==> src/rtl/fpu_ss_lsu.sv <==
// FPU subsystem load/store unit: single-outstanding memory port with lane
// alignment of store data / byte enables and NaN-boxed load extraction.
module fpu_ss_lsu #(
    parameter int unsigned FLEN   = 32,
    parameter int unsigned ADDR_W = 32
) (
    input  logic              clk_i,
    input  logic              rst_i,
    input  logic              req_valid_i,
    output logic              req_ready_o,
    input  logic              req_we_i,
    input  logic [1:0]        req_size_i,
    input  logic [ADDR_W-1:0] req_addr_i,
    input  logic [FLEN-1:0]   req_wdata_i,
    input  logic [4:0]        req_rd_i,
    output logic              mem_valid_o,
    input  logic              mem_ready_i,
    output logic [ADDR_W-1:0] mem_addr_o,
    output logic              mem_we_o,
    output logic [3:0]        mem_be_o,
    output logic [31:0]       mem_wdata_o,
    input  logic              mem_rvalid_i,
    input  logic [31:0]       mem_rdata_i,
    input  logic              mem_err_i,
    output logic              rsp_valid_o,
    input  logic              rsp_ready_i,
    output logic [FLEN-1:0]   rsp_data_o,
    output logic [4:0]        rsp_rd_o,
    output logic              rsp_we_o,
    output logic              rsp_err_o,
    output logic              busy_o
);

    localparam logic [1:0] SZ_B = 2'b00;
    localparam logic [1:0] SZ_H = 2'b01;
    localparam logic [1:0] SZ_W = 2'b10;
    localparam logic [1:0] SZ_D = 2'b11;

    typedef enum logic [1:0] {
        S_IDLE = 2'd0,
        S_REQ  = 2'd1,
        S_WAIT = 2'd2,
        S_RESP = 2'd3
    } state_e;

    state_e          r_state;
    logic            r_we;
    logic [1:0]      r_size;
    logic [1:0]      r_off;
    logic [4:0]      r_rd;

    logic [3:0]      w_be;
    logic [31:0]     w_wdata;
    logic            w_bad;
    logic [31:0]     w_shift;
    logic [FLEN-1:0] w_load;
    logic            w_unused_wdata;

    // Only the low word of the FP operand is ever stored.
    assign w_unused_wdata = &{1'b0, req_wdata_i};

    assign w_bad = (req_size_i == SZ_D)
                 || ((req_size_i == SZ_H) && req_addr_i[0])
                 || ((req_size_i == SZ_W) && (req_addr_i[1:0] != 2'b00));

    // Lane placement of byte enables and replicated store data.
    always_comb begin
        w_be    = 4'b0000;
        w_wdata = 32'h0;
        case (req_size_i)
            SZ_B: begin
                w_be    = 4'b0001 << req_addr_i[1:0];
                w_wdata = {4{req_wdata_i[7:0]}};
            end
            SZ_H: begin
                w_be    = 4'b0011 << req_addr_i[1:0];
                w_wdata = {2{req_wdata_i[15:0]}};
            end
            SZ_W: begin
                w_be    = 4'b1111;
                w_wdata = req_wdata_i[31:0];
            end
            default: ;
        endcase
    end

    assign w_shift = mem_rdata_i >> {r_off, 3'b000};

    // Extract the addressed lane and NaN-box everything above it.
    always_comb begin
        w_load = '1;
        case (r_size)
            SZ_B:    w_load[7:0]  = w_shift[7:0];
            SZ_H:    w_load[15:0] = w_shift[15:0];
            default: w_load[31:0] = mem_rdata_i;
        endcase
    end

    always_ff @(posedge clk_i or posedge rst_i) begin
        if (rst_i) begin
            r_state     <= S_IDLE;
            r_we        <= 1'b0;
            r_size      <= 2'b00;
            r_off       <= 2'b00;
            r_rd        <= 5'd0;
            req_ready_o <= 1'b1;
            mem_valid_o <= 1'b0;
            mem_addr_o  <= '0;
            mem_we_o    <= 1'b0;
            mem_be_o    <= 4'b0000;
            mem_wdata_o <= 32'h0;
            rsp_valid_o <= 1'b0;
            rsp_data_o  <= '0;
            rsp_rd_o    <= 5'd0;
            rsp_we_o    <= 1'b0;
            rsp_err_o   <= 1'b0;
            busy_o      <= 1'b0;
        end else begin
            case (r_state)
                S_IDLE: begin
                    if (req_valid_i) begin
                        r_we        <= req_we_i;
                        r_size      <= req_size_i;
                        r_off       <= req_addr_i[1:0];
                        r_rd        <= req_rd_i;
                        req_ready_o <= 1'b0;
                        busy_o      <= 1'b1;
                        if (w_bad) begin
                            r_state     <= S_RESP;
                            rsp_valid_o <= 1'b1;
                            rsp_err_o   <= 1'b1;
                            rsp_we_o    <= 1'b0;
                            rsp_data_o  <= '0;
                            rsp_rd_o    <= req_rd_i;
                        end else begin
                            r_state     <= S_REQ;
                            mem_valid_o <= 1'b1;
                            mem_addr_o  <= {req_addr_i[ADDR_W-1:2], 2'b00};
                            mem_we_o    <= req_we_i;
                            mem_be_o    <= w_be;
                            mem_wdata_o <= req_we_i ? w_wdata : 32'h0;
                        end
                    end
                end
                S_REQ: begin
                    if (mem_ready_i) begin
                        r_state     <= S_WAIT;
                        mem_valid_o <= 1'b0;
                    end
                end
                S_WAIT: begin
                    if (mem_rvalid_i) begin
                        r_state     <= S_RESP;
                        rsp_valid_o <= 1'b1;
                        rsp_err_o   <= mem_err_i;
                        rsp_we_o    <= !r_we && !mem_err_i;
                        rsp_data_o  <= (!r_we && !mem_err_i) ? w_load : '0;
                        rsp_rd_o    <= r_rd;
                    end
                end
                S_RESP: begin
                    if (rsp_ready_i) begin
                        r_state     <= S_IDLE;
                        rsp_valid_o <= 1'b0;
                        rsp_err_o   <= 1'b0;
                        rsp_we_o    <= 1'b0;
                        rsp_data_o  <= '0;
                        req_ready_o <= 1'b1;
                        busy_o      <= 1'b0;
                    end
                end
                default: r_state <= S_IDLE;
            endcase
        end
    end

endmodule
==> config.mk <==
export PLATFORM = sky130hd
export DESIGN_NAME = fpu_ss_lsu
export DESIGN_NICKNAME = d
export VERILOG_FILES = /design/src/rtl/fpu_ss_lsu.sv
export SDC_FILE = /design/constraint.sdc
export NUM_CORES = 1
export LEC_CHECK = 0
export ABC_CLOCK_PERIOD_IN_PS = 4400
export CAP_MARGIN = 20
export CORE_ASPECT_RATIO = 1.1
export CORE_MARGIN = 5
export CORE_UTILIZATION = 45
export DETAILED_ROUTE_END_ITERATION = 16
export DONT_BUFFER_PORTS = 1
export MAX_ROUTING_LAYER = met4
export PLACE_DENSITY = 0.56
export SYNTH_ARGS = -nofsm -noshare
export SYNTH_HDL_FRONTEND = slang
export SYNTH_SLANG_ARGS = --single-unit
==> constraint.sdc <==
create_clock -name clk_i -period 4.4 [get_ports clk_i]
set_input_delay 0.88 -clock clk_i [delete_from_list [all_inputs] [get_ports clk_i]]
set_output_delay 0.88 -clock clk_i [all_outputs]
set_load 0.01 [all_outputs]
==> run metrics, run 1 <==
outcome=completed; Congestion Overflow GR=0; Post-synth EDFFs=0; hold_buf cts=0; postcts setup bufs=0; CP Capture Type=flop; Critical Path Fanout Max=63; DP Cell Count=655; worst path arrival time=3.16 ns; final design utilization=49.97%; max_cap viols=0; initial antenna violation count=0; routed vias=4199; DR WL/cell=23.21 um; Worst-Skew Late Latency=0.41 ns; Die Area=15670 sq um; worst hold slack=0.4766 ns; global-route wire length before repair=24370 um; Slew Viols, Final=0; I/O Pins=223; largest family of logic cells by synthesized area=compound AO/OA/AOI/OAI gates; Post-CTS Resized=0; pin count of the biggest net entering global routing=73; Worst path max stage delay=0.67 ns; Initial Util=45.57%; Final setup viols=0; Final Net Count=629; ranking of synthesized cells by area=dfrtp_1 (51%), o2bb2ai_1 (7.0%), mux2_4 (6.8%); Yosys cell types=54; Antenna Cells=0; Yosys top cell by area=dfrtp_1; CTS Sinks=122; fmax=0.3482 GHz; Netlist Area Pre-Place=5971 sq um; share of layout cells above drive strength 1=15.40%; XOR/XNOR share of the synthesized area=0.1467%; worst clock skew=0.008400 ns; Layout area overhead=9.661%; Least-Margin Pin Slew=1.002 ns; top_reg_cell synth=dfrtp_1; #FFs+latches synth=122; GRT Overall Usage=20.79%; Fin. Hold Viols=0; Num CTS Buffers=17; register clock-pin slew on the reported worst setup and hold paths=0.05 ns; CP Launch Type=flop; P_leak=2.986 nW; Clock Path Buffers=2; Worst Setup Path Type=flop to flop; core area=13100 sq um; clock root buffer master=clkbuf_16; routed wire length=15950 um; post-route insts no fill=687; post-route ant nets=0; sequential share of the synthesized area=51.15%; share of synthesized cell area in and, or, nand and nor gates=9.472%; CTS tree=built; cell row count=44; TNS Setup=0 ns; vias in the first global route=4234; RSZ-0062 raised after global routing=no; DR DRC count=0; worst path cell trace=inv_1 > ha_1 > and2_1 > nand2_4 > mux2_4; PwrDens=807.8 nW/um^2; # port buffers=0; Min-Delay Path Class=flop to flop; placed inst area=5943 sq um; period utilisation layout=65.27%; commonest cells in the netlist=dfrtp_1 (121), nand2_1 (48), o2bb2ai_1 (48); most common cell in the netlist=dfrtp_1; mux cell area share after synthesis=10.08%; synthesized netlist cell count=533; slowest cell on the critical path=and2_1; number of DRC markers in iteration 0=289; First-pass DRT Iterations=4; relative slew slack=33.19%; Crit path required time=4.68 ns; ys async rst share=100.0%; die height=130.8 um; gpl congestion=0.8119; Warnings, synthesis=0; post-synthesis adder-cell area fraction=1.048%; Final min period=2.872 ns; Synth Area in Compound Gates=22.40%; Avg Vias per Cell=6.112; Synth top area share=50.71%; die width=119.8 um; average instance area after synthesis=11.20 sq um; post-DP HPWL=11230 um; VDD IR max=433.9 uV; H-Tree Depth=4; Final Cell Area=6548 sq um
==> final cells by class <==
type	instances	area [sq um]
multi-input cells	348	2584
well taps	161	201.4
inverters	21	81.33
repair buffers	3	22.52
clock buffers	20	456.7
clock inverters	12	147.6
fillers	1209	6555
flip-flops and latches	122	3054
==> metrics by stage <==
step | setup WS (ns) | power, mW
after floorplan | 0.2791 | 3.553
after global placement | 1.657 | 3.860
after detailed placement | 1.541 | 3.915
after CTS | 1.526 | 5.345
after global routing | 1.299 | 5.612
final | 1.528 | 5.289
==> routing by layer <==
layer | up-vias | part of all wire (%) | GRT usage, %
met5 | - | 0 | -
met4 | 0 | 2.6 | 9.097
met3 | 27 | 9.1 | 7.921
met2 | 175 | 47 | 31.58
met1 | 2090 | 41 | 24.89
li1 | 1907 | - | -
==> final timing paths <==
check	startpoint	to	cells after the start	slack, ns
max	r_state[0]$_DFFE_PP0P_	mem_addr_o[9]$_DFFE_PP0P_	5	1.53
min reg2reg	r_we$_DFFE_PP0P_	r_we$_DFFE_PP0P_	2	0.48
max in group asynchronous	rst_i	req_ready_o$_DFFE_PP1P_	2	2.91
min in group asynchronous	rst_i	mem_addr_o[9]$_DFFE_PP0P_	1	0.56
max reg2reg	r_state[0]$_DFFE_PP0P_	mem_addr_o[9]$_DFFE_PP0P_	5	1.53
min	r_we$_DFFE_PP0P_	r_we$_DFFE_PP0P_	2	0.48
==> kinds of logic (layout without fill, tap and decap cells) <==
kind of cell | after synthesis | count (layout)
other | 1 | 2
DFF | 122 | 122
AOI/OAI and AO/OA | 176 | 176
adders and majority gates | 5 | 5
buffers and inverters | 64 | 56
and+or+nand+nor | 118 | 118
xor gates and xnor gates | 1 | 1
muxes | 46 | 46
==> power breakdown <==
| part | internal [mW] | total (mW) | switching [mW] |
|---|---|---|---|
| clock network | 0.916 | 1.40 | 0.489 |
| registers | 1.67 | 2.43 | 0.754 |
| logic | 0.754 | 1.46 | 0.704 |
| total | 3.34 | 5.29 | 1.95 |
==> worst max-delay path, delay by kind of cell, from the launching register on <==
kind	cells	cell delay, ns
mux	1	0.50
buf+inv	1	0.13
flops	1	0.39
simple gates	2	1.29
fa+ha+maj	1	0.37
==> state kept, by name, summed over array words and instances (netlist names) <==
| signal | cells |
|---|---|
| mem_valid_o | 1 |
| rsp_rd_o | 5 |
| mem_be_o | 4 |
| busy_o | 1 |
| r_we | 1 |
| mem_addr_o | 30 |
| rsp_we_o | 1 |
| r_off | 2 |
| rsp_data_o | 32 |
| r_rd | 5 |
| rsp_valid_o | 1 |
| mem_we_o | 1 |
| req_ready_o | 1 |
| r_state | 2 |
| rsp_err_o | 1 |
| mem_wdata_o | 32 |
| r_size | 2 |
==> placed cells by master (no fill, tap or decap), drive strengths merged, types with 15 or more instances in the layout <==
cell type  Yosys  routed
dfrtp        121     121
nand2         50      50
o2bb2ai       48      48
a21oi         33      33
mux2          32      32
o21ai         28      28
a22o          25      25
inv           20      20
clkbuf        18      20
nor2          19      19
nor2b         15      15
nand3         15      15
Note: power is estimated with default switching activity, not from simulation.
==> run 2: changes to the inputs <==
Settings changed: ABC_CLOCK_PERIOD_IN_PS 4400 to 3000.
Clock period 4.4 ns to 3 ns, I/O delays scaled along.
==> run 2 against run 1 <==
Global-route usage is 0.14 points lower. Routed wire length is 0.68% lower. First-iteration DRC count is 7.3% lower. Register-to-register slack worse by 0.87 ns. Sequential share of layout area is 0.87 points lower. Largest cell class unchanged. Setup slack worse by 0.87 ns. Die area stayed put. Worst hold slack worse by 0.37 ns.
==> run metrics, run 2 (synthesis gave the netlist of run 1 again) <==
outcome=completed; CP Capture Type=flop; Final setup viols=0 (unchanged); Filler cells=1166 (-3.6%); routed wire length=15840 um (-0.68%); worst path cell trace=inv_1 > ha_1 > and2_1 > buf_4 > o221ai_2 > and2_4 > a221o_1; commonest cells after routing, fill and taps aside=dfrtp_1 (121), nand2_1 (48), o2bb2ai_1 (48); I/O Pins=223 (unchanged); clock root buffer master=clkbuf_16; Die Area=15670 sq um (unchanged); global-route wire length before repair=24120 um (-1.0%); Antenna Cells=0 (unchanged); DR DRC count=0 (unchanged); die height=130.8 um (unchanged); CP Launch Type=flop; share of layout cells above drive strength 1=16.51% (+1.1 points); VDD IR max=523.4 uV (+21%); Final Net Count=636 (+1.1%); Fin. Hold Viols=0 (unchanged); CTS Sinks=122 (unchanged); TNS Setup=0 ns (unchanged); met2 WL=7414 um (-2.0%); Initial Util=45.57% (unchanged); CTS tree=built; post-DP HPWL=11440 um (+1.9%); Min-Delay Path Class=primary input to async pin; First-pass DRT Iterations=6 (+2); Avg Vias per Cell=6.071 (-0.68%); number of DRC markers in iteration 0=268 (-7.3%); Post-CTS Resized=0 (unchanged); # port buffers=0 (unchanged); gpl congestion=0.8000 (-1.5%); RSZ-0062 raised after global routing=no; Final Cell Area=6673 sq um (+1.9%); Max Used Layer=met4; Worst path max stage delay=0.40 ns (-0.27 ns); worst path arrival time=2.63 ns (-0.53 ns); post-route ant nets=0 (unchanged); Layout area overhead=11.76%; GRT Overall Usage=20.66% (-0.14 points); top flop regs=mem_wdata_o x32, rsp_data_o x32, mem_addr_o x30; die width=119.8 um (unchanged); Worst Setup Path Type=flop to flop; Crit path required time=3.28 ns (-1.40 ns); Least-Margin Pin Slew=0.7364 ns (-0.2657 ns); Worst-Skew Late Latency=0.40 ns (about the same); relative slew slack=50.72% (+18 points); Num CTS Buffers=17 (unchanged); hold_buf cts=0 (unchanged); worst clock skew=0.005676 ns (-0.002725 ns); max_cap viols=0 (unchanged); commonest non-fill, non-tap cell in the layout=dfrtp_1; Final min period=2.341 ns (-0.5310 ns); Congestion Overflow GR=0 (unchanged); Clock Path Buffers=2 (unchanged); vias in the first global route=4189 (-1.1%); register clock-pin slew on the reported worst setup and hold paths=0.05 ns (about the same); core area=13100 sq um (unchanged); wire length on met3=1521 um (+5.0%); pin count of the biggest net entering global routing=68 (-6.8%); H-Tree Depth=4 (unchanged); routed vias=4213 (+0.33%); P_leak=3.047 nW (+2.1%); r2r worst-path depth=7 (+2); PwrDens=1197 nW/um^2 (+48%); Post-Route M1 WL=6444 um (-1.3%); postcts setup bufs=0 (unchanged); Critical Path Fanout Max=12 (-81%); slowest cell on the critical path=dfrtp_1; placed inst area=6022 sq um (+1.3%); period utilisation layout=78.03% (+13 points); cell row count=44 (unchanged); initial antenna violation count=0 (unchanged); DR WL/cell=22.82 um (-1.7%); Slew Viols, Final=0 (unchanged); fmax=0.4272 GHz (+23%)
[run 2: final cells by class]
cell class | instances | area, sq um | share of cell area, %
Clock buffer | 20 | 456.7 | 6.844
Clock inverter | 12 | 193.9 | 2.906
Inverter | 21 | 82.58 | 1.238
Multi-Input combinational cell | 348 | 2584 | 38.72
Sequential cell | 122 | 3054 | 45.77
Tap cell | 161 | 201.4 | 3.019
Timing Repair Buffer | 10 | 100.1 | 1.500
[run 2: worst max-delay path: cells and delay by family (launching register included)]
family	cells	cell delay (ns)
compound gates	2	0.50
fa+ha+maj	1	0.37
buf+inv	2	0.38
flops	1	0.40
simple gates	2	0.56
[run 2: where the power goes]
group	internal, mW	switching (mW)	leakage (nW)
combinational	1.15	1.13	1.17
sequential	2.46	1.03	1.56
clock	1.51	0.712	0.316
total	5.12	2.87	3.05
[run 2: worst paths after layout]
check                                  startpoint                          to  slack [ns]
min in group clk_i                  req_addr_i[0]     mem_be_o[2]$_DFFE_PP0P_        0.29
max reg2reg                r_state[0]$_DFFE_PP0P_     rsp_rd_o[2]$_DFFE_PP0P_        0.66
max                        r_state[0]$_DFFE_PP0P_     rsp_rd_o[2]$_DFFE_PP0P_        0.66
min                                         rst_i  rsp_data_o[27]$_DFFE_PP0P_        0.11
min reg2reg                   r_rd[0]$_DFFE_PP0P_         r_rd[0]$_DFFE_PP0P_        0.48
max in group asynchronous                   rst_i     req_ready_o$_DFFE_PP1P_        2.06
[run 2: routing by layer]
| metal | global-route usage [%] | vias to the layer above |
|---|---|---|
| li1 | - | 1925 |
| met1 | 24.53 | 2076 |
| met2 | 31.12 | 178 |
| met3 | 8.222 | 34 |
| met4 | 9.501 | 0 |
| met5 | - | - |
[run 2: metrics by stage]
| step | total power, mW | std cells | setup WS (ns) | hold slack, ns | util [%] |
|---|---|---|---|---|---|
| floorplan | 5.212 | 534 | 0.9035 | 0.4461 | - |
| global placement | 5.715 | 662 | 0.7402 | 0.4641 | 45.96 |
| detailed placement | 5.803 | 662 | 0.6516 | 0.4641 | 45.96 |
| CTS | 8.085 | 694 | 0.6450 | 0.1100 | 50.93 |
| global route | 8.436 | 694 | 0.5098 | 0.1413 | 50.93 |
| finish | 7.985 | 694 | 0.6592 | 0.1111 | 50.93 |
